[config.mk]
export PLATFORM = sky130hd
export DESIGN_NAME = nn_job_scheduler_flat
export DESIGN_NICKNAME = d
export VERILOG_FILES = /design/src/rtl/nn_sched_pkg.sv /design/src/rtl/nn_job_scheduler_if.sv /design/src/rtl/nn_rr_arbiter.sv /design/src/rtl/nn_job_scheduler.sv /design/src/flat_wrapper.sv
export SDC_FILE = /design/constraint.sdc
export NUM_CORES = 1
export LEC_CHECK = 0
export BUFFER_PORTS_ARGS = -buffer_cell sky130_fd_sc_hd__buf_4
export CAP_MARGIN = 10
export CORE_MARGIN = 2
export CORE_UTILIZATION = 35
export DETAILED_ROUTE_END_ITERATION = 6
export PLACE_DENSITY_LB_ADDON = 0.1
export SYNTH_ARGS = -nofsm -noshare
export SYNTH_HDL_FRONTEND = slang
export SYNTH_SLANG_ARGS = --single-unit
[constraint.sdc]
create_clock -name clock -period 4.7 [get_ports clock]
set_input_delay 0 -clock clock [delete_from_list [all_inputs] [get_ports clock]]
set_output_delay 0 -clock clock [all_outputs]
set_load 0.01 [all_outputs]
[src/rtl/nn_sched_pkg.sv]
// rtl/nn_sched_pkg.sv - shared types and helpers for the inference-core job scheduler
package nn_sched_pkg;

   typedef enum logic [1:0] {
      IDLE   = 2'd0,
      LAUNCH = 2'd1,
      RUN    = 2'd2,
      RESP   = 2'd3
   } sched_state_e;

   localparam int DEFAULT_TIMEOUT = 1023;

   // A single requester still needs a one-bit id field on the response side.
   function automatic int id_width(input int n);
      return (n > 1) ? $clog2(n) : 1;
   endfunction

endpackage

[src/rtl/nn_job_scheduler_if.sv]
// rtl/nn_job_scheduler_if.sv - requester-side job bus and result-side response bus
interface nn_job_scheduler_if
   import nn_sched_pkg::*;
#(
   parameter int BIT_WIDTH = 9,
   parameter int NUM_IN    = 2,
   parameter int NUM_OUT   = 1,
   parameter int NUM_REQ   = 2
);
   localparam int ID_W = id_width(NUM_REQ);

   logic [NUM_REQ-1:0]                  req_valid;
   logic [NUM_REQ-1:0]                  req_ready;
   logic [NUM_REQ*NUM_IN*BIT_WIDTH-1:0] req_data;
   logic                                rsp_valid;
   logic                                rsp_ready;
   logic [ID_W-1:0]                     rsp_id;
   logic [NUM_OUT*BIT_WIDTH-1:0]        rsp_data;
   logic                                rsp_timeout;

   modport master (
      output req_valid, req_data, rsp_ready,
      input  req_ready, rsp_valid, rsp_id, rsp_data, rsp_timeout
   );

   modport slave (
      input  req_valid, req_data, rsp_ready,
      output req_ready, rsp_valid, rsp_id, rsp_data, rsp_timeout
   );

endinterface

[src/rtl/nn_rr_arbiter.sv]
// rtl/nn_rr_arbiter.sv - combinational round-robin pick of the first request at or after the pointer
module nn_rr_arbiter
   import nn_sched_pkg::*;
#(
   parameter int NUM_REQ = 2,
   localparam int ID_W   = id_width(NUM_REQ)
) (
   input  logic [NUM_REQ-1:0] req_i,
   input  logic [ID_W-1:0]    ptr_i,
   output logic [NUM_REQ-1:0] grant_o,
   output logic [ID_W-1:0]    idx_o,
   output logic               any_o
);

   always_comb begin
      grant_o = '0;
      idx_o   = '0;
      any_o   = 1'b0;
      for (int i = 0; i < NUM_REQ; i++) begin : scan
         automatic int k = (int'(ptr_i) + i) % NUM_REQ;
         if (!any_o && req_i[k]) begin
            any_o      = 1'b1;
            grant_o[k] = 1'b1;
            idx_o      = ID_W'(k);
         end
      end
   end

endmodule

[src/rtl/nn_job_scheduler.sv]
// rtl/nn_job_scheduler.sv - shares one inference core between NUM_REQ requesters with a watchdog
module nn_job_scheduler
   import nn_sched_pkg::*;
#(
   parameter int BIT_WIDTH = 9,
   parameter int NUM_IN    = 2,
   parameter int NUM_OUT   = 1,
   parameter int NUM_REQ   = 2,
   parameter int TIMEOUT   = DEFAULT_TIMEOUT,
   parameter int CNT_W     = 16
) (
   input  logic                          clock,
   input  logic                          reset,
   nn_job_scheduler_if.slave             job,
   output logic                          nn_start,
   output logic [NUM_IN*BIT_WIDTH-1:0]   nn_inputs,
   input  logic                          nn_done,
   input  logic [NUM_OUT*BIT_WIDTH-1:0]  nn_outputs,
   output logic                          busy,
   output logic [CNT_W-1:0]              timeout_count
);

   localparam int ID_W  = id_width(NUM_REQ);
   localparam int IN_W  = NUM_IN * BIT_WIDTH;
   localparam int OUT_W = NUM_OUT * BIT_WIDTH;
   localparam int WD_W  = (TIMEOUT > 2) ? $clog2(TIMEOUT) : 1;

   sched_state_e     state_q, state_d;
   logic [ID_W-1:0]  ptr_q, ptr_d;
   logic [ID_W-1:0]  id_q, id_d;
   logic [WD_W-1:0]  wd_q, wd_d;
   logic [IN_W-1:0]  inputs_q, inputs_d;
   logic [OUT_W-1:0] data_q, data_d;
   logic             tmo_q, tmo_d;
   logic [CNT_W-1:0] tcnt_q, tcnt_d;

   logic [NUM_REQ-1:0] gnt;
   logic [ID_W-1:0]    gnt_idx;
   logic               gnt_any;
   logic               wd_expired;

   nn_rr_arbiter #(.NUM_REQ(NUM_REQ)) u_arb (
      .req_i   (job.req_valid),
      .ptr_i   (ptr_q),
      .grant_o (gnt),
      .idx_o   (gnt_idx),
      .any_o   (gnt_any)
   );

   // The count reaches TIMEOUT-1 in the cycle where the current value is TIMEOUT-2.
   assign wd_expired = (wd_q == WD_W'(TIMEOUT - 2));

   always_ff @(posedge clock) begin
      if (reset) state_q <= IDLE;
      else       state_q <= state_d;
   end

   always_comb begin
      state_d = state_q;
      case (state_q)
         IDLE:    if (gnt_any)                state_d = LAUNCH;
         LAUNCH:                              state_d = RUN;
         RUN:     if (nn_done || wd_expired)  state_d = RESP;
         RESP:    if (job.rsp_ready)          state_d = IDLE;
         default:                             state_d = IDLE;
      endcase
   end

   always_comb begin
      job.req_ready = '0;
      job.rsp_valid = 1'b0;
      nn_start      = 1'b0;
      busy          = (state_q != IDLE);
      case (state_q)
         IDLE:    if (!reset) job.req_ready = gnt;
         LAUNCH:  nn_start      = 1'b1;
         RESP:    job.rsp_valid = 1'b1;
         default: ;
      endcase
   end

   always_comb begin
      ptr_d    = ptr_q;
      id_d     = id_q;
      wd_d     = wd_q;
      inputs_d = inputs_q;
      data_d   = data_q;
      tmo_d    = tmo_q;
      tcnt_d   = tcnt_q;
      case (state_q)
         IDLE: if (gnt_any) begin
            inputs_d = job.req_data[int'(gnt_idx)*IN_W +: IN_W];
            id_d     = gnt_idx;
         end
         LAUNCH: wd_d = '0;
         RUN: begin
            wd_d = wd_q + WD_W'(1);
            if (nn_done) begin
               data_d = nn_outputs;
               tmo_d  = 1'b0;
            end else if (wd_expired) begin
               data_d = '0;
               tmo_d  = 1'b1;
               tcnt_d = (tcnt_q == '1) ? tcnt_q : tcnt_q + CNT_W'(1);
            end
         end
         RESP: if (job.rsp_ready) begin
            ptr_d = (id_q == ID_W'(NUM_REQ - 1)) ? '0 : id_q + ID_W'(1);
         end
         default: ;
      endcase
   end

   always_ff @(posedge clock) begin
      if (reset) begin
         ptr_q    <= '0;
         id_q     <= '0;
         wd_q     <= '0;
         inputs_q <= '0;
         data_q   <= '0;
         tmo_q    <= 1'b0;
         tcnt_q   <= '0;
      end else begin
         ptr_q    <= ptr_d;
         id_q     <= id_d;
         wd_q     <= wd_d;
         inputs_q <= inputs_d;
         data_q   <= data_d;
         tmo_q    <= tmo_d;
         tcnt_q   <= tcnt_d;
      end
   end

   assign nn_inputs       = inputs_q;
   assign job.rsp_id      = id_q;
   assign job.rsp_data    = data_q;
   assign job.rsp_timeout = tmo_q;
   assign timeout_count   = tcnt_q;

endmodule

[src/flat_wrapper.sv]
// flat-port wrapper written by rule: the top's interface ports become plain ports
module nn_job_scheduler_flat import nn_sched_pkg::*;
#(
   parameter int BIT_WIDTH = 9,
   parameter int NUM_IN    = 2,
   parameter int NUM_OUT   = 1,
   parameter int NUM_REQ   = 2,
   parameter int TIMEOUT   = DEFAULT_TIMEOUT,
   parameter int CNT_W     = 16
)
  (clock, reset, nn_start, nn_inputs, nn_done, nn_outputs, busy, timeout_count, job_req_valid, job_req_data, job_rsp_ready, job_req_ready, job_rsp_valid, job_rsp_id, job_rsp_data, job_rsp_timeout);
  nn_job_scheduler_if #(.BIT_WIDTH(BIT_WIDTH), .NUM_IN(NUM_IN), .NUM_OUT(NUM_OUT), .NUM_REQ(NUM_REQ)) job_i ();
  input  logic clock;
  input  logic reset;
  output logic nn_start;
  output logic [NUM_IN*BIT_WIDTH-1:0] nn_inputs;
  input  logic nn_done;
  input  logic [NUM_OUT*BIT_WIDTH-1:0] nn_outputs;
  output logic busy;
  output logic [CNT_W-1:0] timeout_count;
  input wire logic [$bits(job_i.req_valid)-1:0] job_req_valid;
  input wire logic [$bits(job_i.req_data)-1:0] job_req_data;
  input wire logic [$bits(job_i.rsp_ready)-1:0] job_rsp_ready;
  output wire logic [$bits(job_i.req_ready)-1:0] job_req_ready;
  output wire logic [$bits(job_i.rsp_valid)-1:0] job_rsp_valid;
  output wire logic [$bits(job_i.rsp_id)-1:0] job_rsp_id;
  output wire logic [$bits(job_i.rsp_data)-1:0] job_rsp_data;
  output wire logic [$bits(job_i.rsp_timeout)-1:0] job_rsp_timeout;
  assign job_i.req_valid = job_req_valid;
  assign job_i.req_data = job_req_data;
  assign job_i.rsp_ready = job_rsp_ready;
  assign job_req_ready = job_i.req_ready;
  assign job_rsp_valid = job_i.rsp_valid;
  assign job_rsp_id = job_i.rsp_id;
  assign job_rsp_data = job_i.rsp_data;
  assign job_rsp_timeout = job_i.rsp_timeout;
  nn_job_scheduler #(.BIT_WIDTH(BIT_WIDTH), .NUM_IN(NUM_IN), .NUM_OUT(NUM_OUT), .NUM_REQ(NUM_REQ), .TIMEOUT(TIMEOUT), .CNT_W(CNT_W)) u_core (.clock(clock), .reset(reset), .job(job_i), .nn_start(nn_start), .nn_inputs(nn_inputs), .nn_done(nn_done), .nn_outputs(nn_outputs), .busy(busy), .timeout_count(timeout_count));
endmodule
# [Yosys cells after proc, flatten, opt, wreduce, memory -nomap -nowiden]
# Index checks and enable logic that the tools add are counted.
[word_totals] ff_bits=58 latchBits=0 ramBits=0 mem_bits_ro=0 output_inout_bits=50 n_memories=0
[op_classes] add_sub_neg=4 mul=1 n_div=0 n_lt_le_gt_ge=4 n_eq_ne=8 shift=1 n_mux=29 bitwise_logic=4 reduce_logical=14
[ops] cell="36-bit by 32-bit variable part select with 18-bit output" n=1
[ops] cell="10-bit one-hot mux with 2 select lines" n=1
[ops] cell="9-bit 2-to-1 mux" n=2
[ops] cell="16-bit by 1-bit adder with 16-bit output, second input constant" n=1
[ops] cell="16-bit equality test, second input constant" n=1
[ops] cell="1-bit 2-to-1 mux" n=16
[ops] cell="2-bit 2-to-1 mux" n=7
[ops] cell="10-bit by 1-bit adder with 10-bit output, second input constant" n=1
[ops] cell="10-bit equality test, second input constant" n=1
[ops] cell="2-bit one-hot mux with 4 select lines" n=1
[ops] cell="2-bit AND reduction" n=3
[ops] cell="2-bit nonzero test" n=3
[ops] cell="1-bit by 4-bit multiplier with 5-bit output, second input constant" n=1
[ops] cell="2-bit equality test, second input constant" n=2
[ops] cell="2-bit by 1-bit != test with 1-bit output, second input constant" n=2
[ops] cell="4-bit AND reduction" n=1
[ops] cell="1-bit logical AND" n=3
[ops] cell="2-bit by 3-bit less-than comparator with 1-bit output, second input constant" n=1
[ops] cell="3-bit AND reduction" n=1
[ops] cell="1-bit adder, second input constant" n=2
[ops] cell="1-bit demux with 1-bit select" n=2
[ops] cell="2-bit by 1-bit equality test with 1-bit output, second input constant" n=1
[ops] cell="2-bit by 1-bit >= comparator with 1-bit output, second input constant" n=1
[ops] cell="2-bit logical NOT" n=1
[ops] cell="8 further kinds" n=9

# [Longest topological paths before layout]
# Gate-level depths: netlist (run 1).
[depth] ltp_word=10 ltp_mapped=9 ltp_nobuf=7

# [By module]
# Synthesis (run 1) repeated with hierarchy kept, for this count alone.
[hier_totals] cells_unflattened=297 hier_area_um2=2747.6
[by_module_without_submodules] mod="nn_job_scheduler" n_inst=1 cells_per_inst=292 area_per_inst_um2=2715.1 seq_area_each_um2=1161.1
[by_module_without_submodules] mod="nn_rr_arbiter" n_inst=1 cells_per_inst=5 area_per_inst_um2=32.5 seq_area_each_um2=0.0

# [Worst setup path before layout (run 1)]
# No wires, ideal clock.
[synth_path] path_kind="reg-to-reg" start="register u_core.state_q[0]" end="register u_core.tcnt_q[12] (netlist: u_core.timeout_count[12])" setup_time_ns=0.128 arrival_time_ns=1.674 slack_ns=2.898 stages_incl_launch_ff=10 n_path_buf=2 synth_period_minus_slack_ns=1.802 path_cell_list="dfxtp_1 > inv_1 > ha_1 > buf_4 > nor2b_1 > nand4_4 > buf_6 > nor4_1 > xnor2_1 > nor2_1"
[synth_via] elab_chain_cells=2
[synth_rtl] element="start: declaration" line="nn_job_scheduler.sv:28" source="sched_state_e state_q, state_d;"
[synth_rtl] element="start signal: assignment" line="nn_job_scheduler.sv:55" source="else state_q <= state_d;"
[synth_rtl] element="2-bit equality test" line="nn_job_scheduler.sv:90" source="case (state_q)"
[synth_rtl] element="4-bit AND reduction (no line)"
[synth_rtl] element="end signal: assignment" line="nn_job_scheduler.sv:130" source="tcnt_q <= tcnt_d;"
[synth_rtl] element="end: declaration" line="nn_job_scheduler.sv:35" source="logic [CNT_W-1:0] tcnt_q, tcnt_d;"
# Every way passes these cells.
# A chain may end at the register's enable or synchronous reset.

# [Final worst setup path (run 1)]
[layout_path] start="register u_core.state_q[0]" end="register u_core.tcnt_q[13] (netlist: u_core.timeout_count[13])"
# Same word-level chain as after synthesis.

==> impl_metrics.env, run 1 <==
export IMPL_outcome="finished clean"
export IMPL_routed_wl_um=6290
export IMPL_syn_area_sq_mm=0.00264
export IMPL_cp_start_kind="flop"
export IMPL_synth_area_top_cells="dfxtp_1, mux2i_1, nor2_1, a211oi_1, xnor2_1"
export IMPL_antenna_found_initial=0
export IMPL_drive_gt1_share_pct=30.5
export IMPL_drc=0
export IMPL_synth_top_area_cell="dfxtp_1"
export IMPL_finalMaxSlewViolations=0
export IMPL_syn_nets=344
export IMPL_synth_avg_cell_area_sq_um=9.24
export IMPL_ios=101
export IMPL_async_reset_ff_share_pct=0
export IMPL_powerDensity_mw_per_mm2=387
export IMPL_setup_viol=0
export IMPL_synth_edff_count=0
export IMPL_fin_skew_ns=0.00422
export IMPL_pre_cts_ws_ns=2.57
export IMPL_root_buffer="clkbuf_8"
export IMPL_ant_nets=0
export IMPL_cts_sinks=58
export IMPL_numCtsBuffers=9
export IMPL_nets=456
export IMPL_drt_pass1_iter_count=4
export IMPL_ys_ff_latch=58
export IMPL_synth_common_cells="dfxtp_1, nor2_1, a211oi_1, mux2i_1, xnor2_1"
export IMPL_areaGrowthSynthToFinish_pct=42.1
export IMPL_rsz0062_at_grt="no"
export IMPL_fin_util_pct=51.5
export IMPL_overflow=0
export IMPL_die_w_um=90.9
export IMPL_drtIter0Drc=55
export IMPL_post_route_worst_setup_slack_ns=2.57
export IMPL_irDropWorstVdd_mv=0.175
export IMPL_p_leak_nw=1.63
export IMPL_grt_pass1_wl_um=10900
export IMPL_fmaxAchievable_mhz=469
export IMPL_period_minus_slack_ns=2.13
export IMPL_endpoint_kind="flop"
export IMPL_coreArea_sq_mm=0.00729
export IMPL_tns_ns=0
export IMPL_hold_class="in2reg"
export IMPL_cts_clk_slew_worst_paths_ns=0.06
export IMPL_worstSetupPathType="reg2reg"
export IMPL_hold_viol_final=0
export IMPL_layout_cells_non_filler=499
export IMPL_dieArea_sq_mm=0.00826
export IMPL_slowest_delay_ns=0.34
export IMPL_grt_max_degree=47
export IMPL_max_cap_violations=0
export IMPL_h_tree_depth=3
export IMPL_critical_path_arrival_ns=2.35
export IMPL_critPathMaxFanout=14
export IMPL_die_y_um=90.9
export IMPL_gp_congestion=0.770
export IMPL_viasPerCell=4.81
export IMPL_synth_top_area_share_pct=43.9
export IMPL_hold_ws_ns=0.0140
export IMPL_crit_chain="inv_1 -> ha_1 -> nor2b_1 -> nand4_4 -> a21oi_1 -> nand4_1 -> mux2_2"
export IMPL_post_drt_wl_per_cell_um=12.6
export IMPL_critPathBufInv=1
export IMPL_start_util_pct=36.3
export IMPL_insertedDiodeCount=0
export IMPL_ys_flop_type="dfxtp_1"
export IMPL_io_buffers=100
export IMPL_max_slew_worst_pin_slew_ns=0.705
export IMPL_netlist_instances=286
export IMPL_vias=2401
export IMPL_crit_family="simple AND/OR/NAND/NOR gates"
export IMPL_ys_types=40
export IMPL_clkLatencyLatePin_ns=0.33
export IMPL_dp_cells=474
export IMPL_slowest_stage="dfxtp_1"
export IMPL_ys_seq_area_share_pct=43.9
export IMPL_rows=31
export IMPL_ys_warn_count=0
export IMPL_yosysMostFrequentCell="dfxtp_1"
export IMPL_cts_tree="done"
export IMPL_clockBufferDepth=2
export IMPL_critPathRequiredTime_ns=4.92
export IMPL_ctsResizeCount=0
export IMPL_relSlewSlack_pct=52.6
export IMPL_grt_util_all_layers_pct=16.3
export IMPL_min_period_over_period_pct=45.4
export IMPL_place_hpwl_um=4510
export IMPL_grt_pass1_vias=2333
export IMPL_postCtsSetupBuffers=0
-- sequential cells by signal, indices dropped and copies added, names as in the netlist --
| name | count |
|---|---|
| u_core.nn_inputs | 18 |
| u_core.timeout_count | 16 |
| u_core.wd_q | 10 |
| u_core.job.rsp_data | 9 |
| u_core.state_q | 2 |
| u_core.job.rsp_id | 1 |
| u_core.job.rsp_timeout | 1 |
| u_core.ptr_q | 1 |
-- through the flow --
step                cell area, sq um  total power, mW
finish                          3760             1.45
detailed placement              3480             1.07
floorplan                       2640            0.864
CTS                             3760             1.48
global route                    3760             1.55
global placement                3480             1.07
-- repair_timing --
| action | 4_1_cts | 5_1_grt |
|---|---|---|
| hold endpoints to repair | 12 | 0 |
| setup endpoints to repair | 0 | 0 |
| hold buffers | 12 | 0 |
-- logic make-up after synthesis --
logic type	synth area share, %
simple gates	20.6
fa+ha+maj	3.31
flops	43.9
buf+inv	3.74
xor+xnor	6.29
mux	8.38
compound gates	13.7
-- report_power, final --
group / total [mW] / internal [mW] / switching, mW
combinational: 0.452 / 0.220 / 0.231
clock: 0.388 / 0.212 / 0.176
sequential: 0.615 / 0.570 / 0.0450
-- area by class of cell --
type	instances	area, sq um
clock buffer	13	159
fill	738	3530
inverter	10	37.5
multi-input combinational	205	1390
sequential	58	1160
tap	99	124
timing repair buffer	114	886
-- cell usage in the layout (no fill, tap or decap), types with 2 or more instances in the layout --
cell | Yosys | routed
buf_4 | 1 | 102
dfxtp_1 | 58 | 58
nor2_1 | 53 | 52
a211oi_1 | 24 | 24
mux2i_1 | 21 | 21
xnor2_1 | 14 | 14
nand2_1 | 12 | 12
dlygate4sd3_1 | 0 | 12
clkbuf_8 | 0 | 11
inv_1 | 10 | 10
nand4_1 | 9 | 9
a22o_1 | 9 | 9
a21oi_1 | 7 | 7
ha_1 | 7 | 7
xor2_1 | 5 | 5
nor4_1 | 5 | 5
nor3_1 | 5 | 5
nor2b_1 | 4 | 4
nand3_1 | 4 | 4
nand2b_1 | 3 | 3
and4_1 | 3 | 3
o21ai_0 | 3 | 2
or3_1 | 2 | 2
clkbuf_1 | 6 | 2
-- routing by layer --
layer | part of all wire [%] | GRT usage, %
met1 | 43 | 18.7
met5 | 0 | 0
met3 | 7.8 | 6.59
met2 | 47 | 26.7
met4 | 2.2 | 7.32
-- worst min-delay path, cell delays in order --
cell,delay [ns]
buf_4,0.10
mux2i_1,0.11
a211oi_1,0.08
-- final timing paths --
| check | cells past startpoint | slack, ns | end | startpoint |
|---|---|---|---|---|
| setup / recovery | 7 | 2.57 | u_core.timeout_count[13] | u_core.state_q[0] |
| hold / removal | 3 | 0.01 | u_core.nn_inputs[10] | job_req_data[28] |
| hold reg to reg | 1 | 0.48 | u_core.job.rsp_data[6] | u_core.job.rsp_data[6] |
| setup reg to reg | 7 | 2.57 | u_core.timeout_count[13] | u_core.state_q[0] |
No activity file was read; power rests on OpenSTA's default activity.
==> run 2: changes to the inputs <==
- ABC_AREA: not set -> 1
- clock period: 4.7 -> 1.73 ns (I/O delays scaled with it)
==> impl_metrics.env, run 2 <==
export IMPL_outcome="finished clean"
export IMPL_syn_nets=474
export IMPL_synth_edff_count=0
export IMPL_vias=3288
export IMPL_min_period_over_period_pct=91.4
export IMPL_place_hpwl_um=5680
export IMPL_hold_ws_ns=0.0307
export IMPL_endpoint_kind="flop"
export IMPL_crit_top_cell="nand2_1"
export IMPL_ant_nets=0
export IMPL_cts_clk_slew_worst_paths_ns=0.07
export IMPL_synth_avg_cell_area_sq_um=7.06
export IMPL_die_y_um=95.6
export IMPL_gp_congestion=0.849
export IMPL_reg2regPathDepth=9
export IMPL_fin_skew_ns=0.0142
export IMPL_mostFrequentLayoutCells="buf_4, nand2_1, dfxtp_1, dlygate4sd3_1, inv_1"
export IMPL_crit_chain="inv_1 -> ha_4 -> nand2_1 -> nor2_2 -> nand2_1 -> nor2_2 -> nand2_1 -> o21ai_1 -> a21oi_1"
export IMPL_routed_wl_um=8520
export IMPL_dp_cells=621
export IMPL_cts_tree="done"
export IMPL_p_total_mw=4.95
export IMPL_ys_ff_latch=58
export IMPL_ys_seq_area_share_pct=39.6
export IMPL_crit_family="simple AND/OR/NAND/NOR gates"
export IMPL_hold_class="in2reg"
export IMPL_holdPathStages=2
export IMPL_dieArea_sq_mm=0.00914
export IMPL_worstSetupPathType="reg2reg"
export IMPL_synth_top_area_share_pct=39.6
export IMPL_period_minus_slack_ns=1.58
export IMPL_ys_types=30
export IMPL_path_depth=9
export IMPL_powerDensity_mw_per_mm2=1060
export IMPL_io_buffers=100
export IMPL_hold_viol_final=0
export IMPL_grt_util_all_layers_pct=19.4
export IMPL_ys_flop_type="dfxtp_1"
export IMPL_cts_sinks=58
export IMPL_viasPerCell=4.80
export IMPL_root_buffer="clkbuf_8"
export IMPL_clkLatencyLatePin_ns=0.34
export IMPL_layout_cells_non_filler=685
export IMPL_rows=33
export IMPL_nets=633
export IMPL_fmaxAchievable_mhz=632
export IMPL_critPathRequiredTime_ns=1.95
export IMPL_yosysMostFrequentCell="nand2_1"
export IMPL_max_slew_worst_pin_slew_ns=0.304
export IMPL_h_tree_depth=3
export IMPL_areaGrowthSynthToFinish_pct=59.5
export IMPL_tns_ns=0
export IMPL_fillers=772
export IMPL_max_cap_violations=0
export IMPL_grt_max_degree=28
export IMPL_async_reset_ff_share_pct=0
export IMPL_start_util_pct=35.9
export IMPL_ios=101
export IMPL_relSlewSlack_pct=79.6
export IMPL_p_leak_nw=2.06
export IMPL_drc=0
export IMPL_grt_pass1_wl_um=14000
export IMPL_cp_start_kind="flop"
export IMPL_ys_warn_count=0
export IMPL_critPathMaxFanout=3
export IMPL_clockBufferDepth=2
export IMPL_drtIter0Drc=150
export IMPL_fin_util_pct=57.3
export IMPL_netlist_instances=416
export IMPL_grt_pass1_vias=3117
export IMPL_final_common_cell="buf_4"
export IMPL_irDropWorstVdd_mv=0.571
export IMPL_numCtsBuffers=9
export IMPL_ff2ff_setup_slack_ns=0.15
export IMPL_post_drt_wl_per_cell_um=12.4
export IMPL_drt_pass1_iter_count=4
export IMPL_coreArea_sq_mm=0.00818
export IMPL_overflow=0
export IMPL_finalMaxSlewViolations=0
export IMPL_critical_path_arrival_ns=1.80
export IMPL_synth_area_top_cells="dfxtp_1, nand2_1, nand3_1, nor2_1, inv_1"
export IMPL_syn_area_sq_mm=0.00294
export IMPL_insertedDiodeCount=0
export IMPL_critPathBufInv=1
export IMPL_antenna_found_initial=0
export IMPL_setup_viol=0
export IMPL_largest_register_ffs=18
export IMPL_synth_top_area_cell="dfxtp_1"
export IMPL_synth_common_cells="nand2_1, dfxtp_1, nor2_1, inv_1, nand3_1"
export IMPL_die_w_um=95.6
export IMPL_slowest_delay_ns=0.34
export IMPL_slowest_stage="dfxtp_2"
export IMPL_drive_gt1_share_pct=28.4
## run 2: logic make-up after synthesis
logic type,after synthesis,synth area share [%]
compound gates,74,13.8
xor+xnor,6,1.79
fa+ha+maj,7,2.98
buf+inv,55,7.89
flops,58,39.6
simple gates,216,34.0
## run 2: final timing paths
check,from,to
setup / recovery,u_core.state_q[1],u_core.wd_q[9]
hold / removal,reset,u_core.timeout_count[10]
setup reg to reg,u_core.state_q[1],u_core.wd_q[9]
hold reg to reg,u_core.job.rsp_data[3],u_core.job.rsp_data[3]
## run 2: area by class of cell
class | count | area [sq um] | area share (%)
multi-input combinational | 303 | 1580 | 33.8
clock buffer | 11 | 141 | 3.02
timing repair buffer | 165 | 1400 | 29.8
inverter | 38 | 143 | 3.05
sequential | 58 | 1160 | 24.9
clock inverter | 5 | 125 | 2.67
tap | 105 | 131 | 2.81
## run 2: stage by stage
stage               area (sq um)  setup WS [ns]
detailed placement          3880         0.0693
finish                      4680          0.149
global route                4680       -0.00860
CTS                         4610         0.0331
global placement            3880          0.128
floorplan                   2940         0.0932
## run 2: repair_timing
action	4_1_cts	5_1_grt
pin swaps	0	3
setup buffers	0	2
hold buffers	46	0
endpoints found under the setup margin	1	21
hold endpoints to repair	28	0
gates resized for setup	1	13
## run 2: layer usage
metal,global-route usage (%),wire length [um]
met4,7.62,151
met3,6.17,524
met5,0,0
met1,22.8,3690
met2,32.7,4150
## run 2: power by group
group	internal [mW]	total [mW]	switching (mW)
Combinational	0.757	1.57	0.812
Sequential	1.56	1.68	0.122
Clock	1.14	1.70	0.559
